===== src/rtl/miriscv_data_arbiter_pkg.sv =====
// Shared types for the RAM data-port arbiter: master identifiers and the
// request bundle that is muxed from the winning master onto the RAM port.
package miriscv_arb_pkg;

    localparam int NUM_MASTERS = 2;
    localparam int ARB_ADDR_W  = 32;
    localparam int ARB_DATA_W  = 32;
    localparam int ARB_BE_W    = ARB_DATA_W / 8;

    typedef enum logic {
        M0 = 1'b0,
        M1 = 1'b1
    } master_e;

    typedef struct packed {
        logic                  we;
        logic [ARB_BE_W-1:0]   be;
        logic [ARB_ADDR_W-1:0] addr;
        logic [ARB_DATA_W-1:0] wdata;
    } mem_req_t;

    function automatic master_e other_master(master_e m);
        return (m == M0) ? M1 : M0;
    endfunction

endpackage


===== src/rtl/miriscv_data_arbiter_if.sv =====
// Requester-side bus (req/gnt/rvalid handshake) and the RAM data-port bus.
interface miriscv_data_arbiter_if #(
    parameter int ADDR_W = 32,
    parameter int DATA_W = 32
);
    logic                  req;
    logic                  we;
    logic [DATA_W/8-1:0]   be;
    logic [ADDR_W-1:0]     addr;
    logic [DATA_W-1:0]     wdata;
    logic                  gnt;
    logic                  rvalid;
    logic [DATA_W-1:0]     rdata;
    logic                  err;

    modport master (output req, we, be, addr, wdata, input gnt, rvalid, rdata, err);
    modport slave  (input req, we, be, addr, wdata, output gnt, rvalid, rdata, err);
endinterface

interface miriscv_ram_if #(
    parameter int ADDR_W = 32,
    parameter int DATA_W = 32
);
    logic                  req;
    logic                  we;
    logic [DATA_W/8-1:0]   be;
    logic [ADDR_W-1:0]     addr;
    logic [DATA_W-1:0]     wdata;
    logic [DATA_W-1:0]     rdata;

    modport master (output req, we, be, addr, wdata, input rdata);
    modport slave  (input req, we, be, addr, wdata, output rdata);
endinterface


===== src/rtl/miriscv_rr_arbiter2.sv =====
// Two-input round-robin grant logic; prio_q names the master that wins the
// next contended cycle and flips to the loser after every grant.
module miriscv_rr_arbiter2
    import miriscv_arb_pkg::*;
(
    input  logic                   clk_i,
    input  logic                   rst_i,
    input  logic [NUM_MASTERS-1:0] req,
    output logic [NUM_MASTERS-1:0] gnt,
    output master_e                winner,
    output logic                   gnt_any
);

    master_e prio_q;

    always_comb begin
        gnt     = '0;
        winner  = M0;
        gnt_any = |req;
        if (req == 2'b11) begin
            winner = prio_q;
        end else if (req[1]) begin
            winner = M1;
        end
        if (gnt_any) begin
            gnt[winner] = 1'b1;
        end
    end

    always_ff @(posedge clk_i) begin
        if (rst_i) begin
            prio_q <= M0;
        end else if (gnt_any) begin
            prio_q <= other_master(winner);
        end
    end

endmodule


===== src/rtl/miriscv_data_arbiter.sv =====
// Shares the RAM data port between the LSU (m0) and a secondary master (m1):
// round-robin grant, address range check, and one-cycle response routing.
module miriscv_data_arbiter
    import miriscv_arb_pkg::*;
#(
    parameter int RAM_SIZE = 256,
    parameter int ADDR_W   = ARB_ADDR_W,
    parameter int DATA_W   = ARB_DATA_W
) (
    input  logic                    clk_i,
    input  logic                    rst_i,
    miriscv_data_arbiter_if.slave   m0,
    miriscv_data_arbiter_if.slave   m1,
    miriscv_ram_if.master           ram
);

    logic [NUM_MASTERS-1:0] req;
    logic [NUM_MASTERS-1:0] gnt;
    master_e                winner;
    logic                   gnt_any;

    // Masking requests during reset keeps gnt and the whole RAM port at zero.
    assign req = {m1.req, m0.req} & {NUM_MASTERS{~rst_i}};

    miriscv_rr_arbiter2 u_rr_arbiter2 (
        .clk_i   (clk_i),
        .rst_i   (rst_i),
        .req     (req),
        .gnt     (gnt),
        .winner  (winner),
        .gnt_any (gnt_any)
    );

    mem_req_t m0_req;
    mem_req_t m1_req;
    mem_req_t win_req;
    logic     addr_ok;

    assign m0_req = '{we: m0.we, be: m0.be, addr: m0.addr, wdata: m0.wdata};
    assign m1_req = '{we: m1.we, be: m1.be, addr: m1.addr, wdata: m1.wdata};

    always_comb begin
        win_req = '0;
        if (gnt_any) begin
            win_req = (winner == M1) ? m1_req : m0_req;
        end
    end

    // Zero byte enables are treated like an out-of-range access: acked with err.
    assign addr_ok = (win_req.addr < ADDR_W'(RAM_SIZE)) && (win_req.be != '0);

    assign m0.gnt    = gnt[0];
    assign m1.gnt    = gnt[1];
    assign ram.req   = gnt_any & addr_ok;
    assign ram.we    = win_req.we;
    assign ram.be    = win_req.be;
    assign ram.addr  = win_req.addr;
    assign ram.wdata = win_req.wdata;

    logic    resp_valid_q;
    master_e resp_owner_q;
    logic    resp_err_q;
    logic    resp_we_q;

    always_ff @(posedge clk_i) begin
        if (rst_i) begin
            resp_valid_q <= 1'b0;
            resp_owner_q <= M0;
            resp_err_q   <= 1'b0;
            resp_we_q    <= 1'b0;
        end else begin
            resp_valid_q <= gnt_any;
            if (gnt_any) begin
                resp_owner_q <= winner;
                resp_err_q   <= ~addr_ok;
                resp_we_q    <= win_req.we;
            end
        end
    end

    logic              resp_fire;
    logic              rsp0;
    logic              rsp1;
    logic [DATA_W-1:0] resp_rdata;

    // A response pending across a reset edge is dropped rather than delivered.
    assign resp_fire  = resp_valid_q & ~rst_i;
    assign rsp0       = resp_fire & (resp_owner_q == M0);
    assign rsp1       = resp_fire & (resp_owner_q == M1);
    assign resp_rdata = (resp_we_q | resp_err_q) ? '0 : ram.rdata;

    assign m0.rvalid = rsp0;
    assign m0.rdata  = rsp0 ? resp_rdata : '0;
    assign m0.err    = rsp0 & resp_err_q;
    assign m1.rvalid = rsp1;
    assign m1.rdata  = rsp1 ? resp_rdata : '0;
    assign m1.err    = rsp1 & resp_err_q;

endmodule


===== src/flat_wrapper.sv =====
// flat-port wrapper written by rule: the top's interface ports become plain ports
module miriscv_data_arbiter_flat import miriscv_arb_pkg::*;
#(
    parameter int RAM_SIZE = 256,
    parameter int ADDR_W   = ARB_ADDR_W,
    parameter int DATA_W   = ARB_DATA_W
)
  (clk_i, rst_i, m0_req, m0_we, m0_be, m0_addr, m0_wdata, m0_gnt, m0_rvalid, m0_rdata, m0_err, m1_req, m1_we, m1_be, m1_addr, m1_wdata, m1_gnt, m1_rvalid, m1_rdata, m1_err, ram_req, ram_we, ram_be, ram_addr, ram_wdata, ram_rdata);
  miriscv_data_arbiter_if #(.ADDR_W(ADDR_W), .DATA_W(DATA_W)) m0_i ();
  miriscv_data_arbiter_if #(.ADDR_W(ADDR_W), .DATA_W(DATA_W)) m1_i ();
  miriscv_ram_if #(.ADDR_W(ADDR_W), .DATA_W(DATA_W)) ram_i ();
  input  logic clk_i;
  input  logic rst_i;
  input wire logic [$bits(m0_i.req)-1:0] m0_req;
  input wire logic [$bits(m0_i.we)-1:0] m0_we;
  input wire logic [$bits(m0_i.be)-1:0] m0_be;
  input wire logic [$bits(m0_i.addr)-1:0] m0_addr;
  input wire logic [$bits(m0_i.wdata)-1:0] m0_wdata;
  output wire logic [$bits(m0_i.gnt)-1:0] m0_gnt;
  output wire logic [$bits(m0_i.rvalid)-1:0] m0_rvalid;
  output wire logic [$bits(m0_i.rdata)-1:0] m0_rdata;
  output wire logic [$bits(m0_i.err)-1:0] m0_err;
  input wire logic [$bits(m1_i.req)-1:0] m1_req;
  input wire logic [$bits(m1_i.we)-1:0] m1_we;
  input wire logic [$bits(m1_i.be)-1:0] m1_be;
  input wire logic [$bits(m1_i.addr)-1:0] m1_addr;
  input wire logic [$bits(m1_i.wdata)-1:0] m1_wdata;
  output wire logic [$bits(m1_i.gnt)-1:0] m1_gnt;
  output wire logic [$bits(m1_i.rvalid)-1:0] m1_rvalid;
  output wire logic [$bits(m1_i.rdata)-1:0] m1_rdata;
  output wire logic [$bits(m1_i.err)-1:0] m1_err;
  output wire logic [$bits(ram_i.req)-1:0] ram_req;
  output wire logic [$bits(ram_i.we)-1:0] ram_we;
  output wire logic [$bits(ram_i.be)-1:0] ram_be;
  output wire logic [$bits(ram_i.addr)-1:0] ram_addr;
  output wire logic [$bits(ram_i.wdata)-1:0] ram_wdata;
  input wire logic [$bits(ram_i.rdata)-1:0] ram_rdata;
  assign m0_i.req = m0_req;
  assign m0_i.we = m0_we;
  assign m0_i.be = m0_be;
  assign m0_i.addr = m0_addr;
  assign m0_i.wdata = m0_wdata;
  assign m0_gnt = m0_i.gnt;
  assign m0_rvalid = m0_i.rvalid;
  assign m0_rdata = m0_i.rdata;
  assign m0_err = m0_i.err;
  assign m1_i.req = m1_req;
  assign m1_i.we = m1_we;
  assign m1_i.be = m1_be;
  assign m1_i.addr = m1_addr;
  assign m1_i.wdata = m1_wdata;
  assign m1_gnt = m1_i.gnt;
  assign m1_rvalid = m1_i.rvalid;
  assign m1_rdata = m1_i.rdata;
  assign m1_err = m1_i.err;
  assign ram_req = ram_i.req;
  assign ram_we = ram_i.we;
  assign ram_be = ram_i.be;
  assign ram_addr = ram_i.addr;
  assign ram_wdata = ram_i.wdata;
  assign ram_i.rdata = ram_rdata;
  miriscv_data_arbiter #(.RAM_SIZE(RAM_SIZE), .ADDR_W(ADDR_W), .DATA_W(DATA_W)) u_core (.clk_i(clk_i), .rst_i(rst_i), .m0(m0_i), .m1(m1_i), .ram(ram_i));
endmodule

===== config.mk =====
export PLATFORM = sky130hd
export DESIGN_NAME = miriscv_data_arbiter_flat
export DESIGN_NICKNAME = d
export VERILOG_FILES = /design/src/rtl/miriscv_data_arbiter_pkg.sv /design/src/rtl/miriscv_data_arbiter_if.sv /design/src/rtl/miriscv_rr_arbiter2.sv /design/src/rtl/miriscv_data_arbiter.sv /design/src/flat_wrapper.sv
export SDC_FILE = /design/constraint.sdc
export NUM_CORES = 1
export LEC_CHECK = 0
export CAP_MARGIN = 20
export CORE_AREA = 2 2 123 125
export CTS_CLUSTER_SIZE = 30
export DETAILED_ROUTE_END_ITERATION = 16
export DIE_AREA = 0 0 125 127
export PLACE_DENSITY = 0.55
export SYNTH_ARGS = -nofsm -noshare
export SYNTH_HDL_FRONTEND = slang
export SYNTH_SLANG_ARGS = --single-unit
export TNS_END_PERCENT = 100

===== constraint.sdc =====
create_clock -name clk_i -period 3.1 [get_ports clk_i]
set_input_delay 0.62 -clock clk_i [delete_from_list [all_inputs] [get_ports clk_i]]
set_output_delay 0.62 -clock clk_i [all_outputs]
set_load 0.005 [all_outputs]

* Word level (Yosys, flattened, before mapping)
Index checks and enable logic that the tools add are counted.
** Operators by class
- Reduce and logical (&&, ||, !) cells :: 4
- Divide/modulo/power cells :: 0
- Shifts and indexed selects :: 0
- Multipliers :: 0
- Mux-type cells :: 11
- Add/sub/neg operators :: 0
- $lt $le $gt $ge :: 3
- Bitwise gates (word level) :: 11
- Eq/ne operators :: 1
** Operator list (count)
- 69-bit 2-to-1 mux :: 2
- 32-bit 2-to-1 mux :: 3
- 32-bit by 9-bit < comparator with 1-bit output, second input constant :: 1
- 1-bit bitwise AND :: 6
- 1-bit 2-to-1 mux :: 4
- 4-bit nonzero test :: 1
- 1-bit inverter :: 3
- 2-bit bitwise AND :: 1
- 2-bit == test, second input constant :: 1
- 1-bit logical AND :: 2
- 1-bit by 2-bit < comparator with 1-bit output, second input constant :: 1
- 2-bit 2-to-1 mux :: 1
- 2-bit OR reduction :: 1
- 1-bit demux with 1-bit select :: 1
- 1-bit greater-or-equal comparator, second input constant :: 1
- 1-bit OR :: 1
** Storage, ports and cells
- Memory bits (read-only) :: 0
- Bits in latches :: 0
- Word-level logic and storage cells :: 35
- Memories :: 0
- Bits in writable memories :: 0
- Flip-flop bits (word level) :: 5
- Output and inout bits :: 140

* Longest topological paths before layout
- Depth after elaboration :: 9
- Gate-level depth with buffers :: 6
- Mapped depth without buffers :: 5

* Cells and area by module
From an unflattened synthesis, not the netlist that was laid out.
** Unflattened totals
- Cell total of the unflattened synthesis :: 286
- Area, all modules :: 1890.6 um2
** By module, submodules not included
- miriscv_data_arbiter :: area an instance 1821.7 um2, cells each 278, sequential area each 80.1 um2, instances 1
- miriscv_rr_arbiter2 :: area an instance 68.8 um2, cells each 8, sequential area each 20.0 um2, instances 1

* Worst setup path before layout
OpenSTA, ideal clock, no wires.
- Kind :: input to output
- Start :: in m0_req
- End :: out ram_req
- Required time :: 2480 ps
- Arrival :: 1632 ps
- Stages :: 5
- Path buffers :: 0
- Setup slack :: 848 ps
- Cell sequence :: a21boi_4 and2b_2 a21oi_2 a2111oi_4 and3_1
** Between the ends
- Cells in the longest elaborated chain, start to end :: 8
** RTL lines
- start, declared :: line flat_wrapper.sv:14 : input wire logic [$bits(m0_i.req)-1:0] m0_req;
- 2-bit bitwise AND (*) :: line miriscv_data_arbiter.sv:23 : assign req = {m1.req, m0.req} & {NUM_MASTERS{~rst_i}};
- 2-bit == test :: line miriscv_rr_arbiter2.sv:20 : if (req == 2'b11) begin
- 1-bit 2-to-1 mux :: line miriscv_rr_arbiter2.sv:20
- 69-bit 2-to-1 mux :: line miriscv_data_arbiter.sv:45 : win_req = (winner == M1) ? m1_req : m0_req;
- 69-bit 2-to-1 mux :: line miriscv_data_arbiter.sv:44 : if (gnt_any) begin
- 32-bit by 9-bit < comparator with 1-bit output / 4-bit nonzero test (equally long branches) :: line miriscv_data_arbiter.sv:50 : assign addr_ok = (win_req.addr < ADDR_W'(RAM_SIZE)) && (win_req.be != '0);
- 1-bit logical AND :: line miriscv_data_arbiter.sv:50
- 1-bit bitwise AND (*) :: line miriscv_data_arbiter.sv:54 : assign ram.req = gnt_any & addr_ok;
- end, declared :: line flat_wrapper.sv:32 : output wire logic [$bits(ram_i.req)-1:0] ram_req;
Every way passes the cells marked *; elsewhere a longest branch is shown, timed or not.

* Worst setup path in the final report
- Start :: in m0_addr[26]
- End :: out ram_req
** Between the ends
- Cells in the longest elaborated chain, start to end :: 5
** RTL lines
- start, declared :: line flat_wrapper.sv:17 : input wire logic [$bits(m0_i.addr)-1:0] m0_addr;
- 69-bit 2-to-1 mux :: line miriscv_data_arbiter.sv:45
- 69-bit 2-to-1 mux :: line miriscv_data_arbiter.sv:44
- 32-bit by 9-bit < comparator with 1-bit output :: line miriscv_data_arbiter.sv:50
- 1-bit logical AND :: line miriscv_data_arbiter.sv:50
- 1-bit bitwise AND :: line miriscv_data_arbiter.sv:54
Every way passes these cells.

==> results.toml <==
[outcome]
outcome = "completed"

[worst_hold_path]
whs_endpoint = "u_core.resp_we_q$_SDFFE_PP0N_"
hold_path_depth = 2
worstHoldPathType = "flop to flop"
hold_start = "u_core.resp_we_q$_SDFFE_PP0N_"

[setup_path]
crit_fanout = 2
rr_startpoint = "u_core.u_rr_arbiter2.prio_q$_SDFFE_PP0N_"
reg2regPathDepth = 7
end_kind = "output pin"
crit_start = "m0_addr[26]"
worst-r2r-setup-slack_ns = 1.28
arrival_ns = 2.43
start_kind = "input port"
crit_required_ns = 2.48
timing.rr.end = "u_core.resp_err_q$_SDFFE_PP0N_"
crit_type = "input port to output pin"

[detailed_routing]
drtAntennaViolNets = 0
drt_iter0_drc = 94
firstDrtPassIters = 4
routed_wl_um = 12600
vias_per_cell = 4.36
drc_errors = 0
vias = 3236
wl_per_cell_um = 16.9

[timing]
tightest_slew_ns = 0.452
slew_headroom_pct = 69.8
rsz0062_at_grt = "true"
drv_slew = 0
period_needed_ns = 3.05
finalHoldViolCount = 0
skew_ns = 0.00299
hold-worst-slack_ns = 0.543
max_freq_mhz = 328
setup_violations = 0
setup_tns_ns = 0
fin_crit_sh_pct = 98.4

[synthesis]
synth.avg_cell_area_um2 = 7.15
ys_top_cells_by_area = "a22o_1 (36%), and3_1 (26%), dfxtp_1 (6.4%)"
synthCells = 220
ys_types = 30
syn-cell-area_mm2 = 0.00157
yosysTopAreaCell = "a22o_1"
synthFlopType = "dfxtp_1"
synth_top_area_share_pct = 35.6
synth-async-reset-ratio_pct = 0
ys_ff_latch = 5
synth_edf_count = 0
synthesis.nets = 394
yosysWarnings = 0
synth-seq-area-share_pct = 6.36

[power]
power_density_mw_per_mm2 = 171
report.power.total_mw = 0.938
p_leak_nw = 2.39
peakVddDrop_mv = 0.126

[global_routing]
grt_pass1_vias = 3177
busiest_layer = "met2"
grt_use_total_pct = 14.2
use_met2_pct = 26.3
grt_pass1_wl_um = 17900
grt_util_met3_pct = 3.81
use_met1_pct = 16.0
grt_antenna_before_repair = 0
grt_max_degree = 65
overflow = 0

[cts]
h-tree-depth = 1
cts_tree = "yes"
clock_latency_ns = 0.23
clockRootBuffer = "clkbuf_16"
cts_sinks = 5
clockBufferDepth = 2
cts_made_buffers = 3
clk_pin_slew_ns = 0.03

[cells_and_area]
most-common-layout-cells = "clkdlybuf4s50_1 (296), a22o_1 (64), and3_1 (64)"
final_area_mm2 = 0.00549
final_cell_count_no_fill = 742
layout-drive-gt1-share_pct = 12.7
fin_nets = 733
layout_commonest_cell = "clkdlybuf4s50_1"
area_growth_syn_to_layout_pct = 249
diodes = 0

[die]
rows = 44
die_height_um = 127
initial_core_util_pct = 10.9
pin_count = 314
die-area_mm2 = 0.0159
die_w_um = 125
core-area_mm2 = 0.0144

[placement]
post_dp_cell_area_mm2 = 0.00519
numPortBuffers = 313
gp_congestion = 0.902
place_inst = 728
place_hpwl_um = 10100

[run]
drv_cap = 0
## routing by layer
metal	routed length [um]	vias up
met2	6400	180
met5	0	-
met4	252	0
met1	4910	1470
li1	-	1571
met3	1000	15
## synth_stat cells, types with 2 or more instances
master	instances
dfxtp_1	5
nor3_1	3
buf_2	10
a32oi_1	4
buf_4	2
and3_1	65
a22o_1	64
a21oi_1	4
nand4_1	2
nand2b_1	3
nor2_1	13
clkbuf_1	17
nor4_1	10
and2_1	2
## stage by stage
stage	setup WS [ns]	utilization [%]
floorplan	0.848	-
global placement	-0.432	36.0
detailed placement	-0.490	36.0
CTS	-0.0509	37.6
global route	-0.0416	38.0
finish	0.0493	38.0
## area by class of cell
type / instances / area, um2
tap: 184 / 230
fill: 1432 / 8940
inverter: 1 / 3.75
timing repair buffer: 363 / 3670
multi-input combinational: 185 / 1400
sequential: 5 / 100
clock buffer: 4 / 78.8
## flip-flops by register name, indices dropped and copies added (netlist names)
signal / cells
u_core.resp_owner_q: 1
u_core.resp_we_q: 1
u_core.u_rr_arbiter2.prio_q: 1
u_core.resp_err_q: 1
u_core.resp_valid_q: 1
## cells by family after synthesis
kind of cell	Yosys count	share of synthesized area (%)
and+or+nand+nor	106	40.9
AOI/OAI and AO/OA	79	44.4
DFF	5	6.36
buffers and inverters	30	8.43
## worst max-delay path by stage
stage	cells after the start	to	slack (ns)
global route	6	ram_req	-0.04
detailed placement	7	ram_req	-0.49
finish	6	ram_req	0.05
global placement	7	ram_req	-0.43
floorplan	5	ram_req	0.85
CTS	6	ram_req	-0.05
## power breakdown
part / total [mW] / internal [mW] / switching [mW]
combinational: 0.649 / 0.437 / 0.213
sequential: 0.0747 / 0.0697 / 0.00504
clock: 0.214 / 0.171 / 0.0434
total: 0.938 / 0.677 / 0.261
## worst max-delay path, stage by stage
cell and delay [ns]:
clkdlybuf4s50_1 0.50, nor4_4 0.19, nand4_1 0.23, a2111oi_4 0.44
and3_4 0.25, clkdlybuf4s15_2 0.20
## repair_timing
item,CTS,global route
setup buffers,6,1
endpoints found under the setup margin,69,19
resized for setup,20,16
hold buffers,0,0
pin swaps,4,7
cloned,3,0
(Power assumes the default switching activity.)
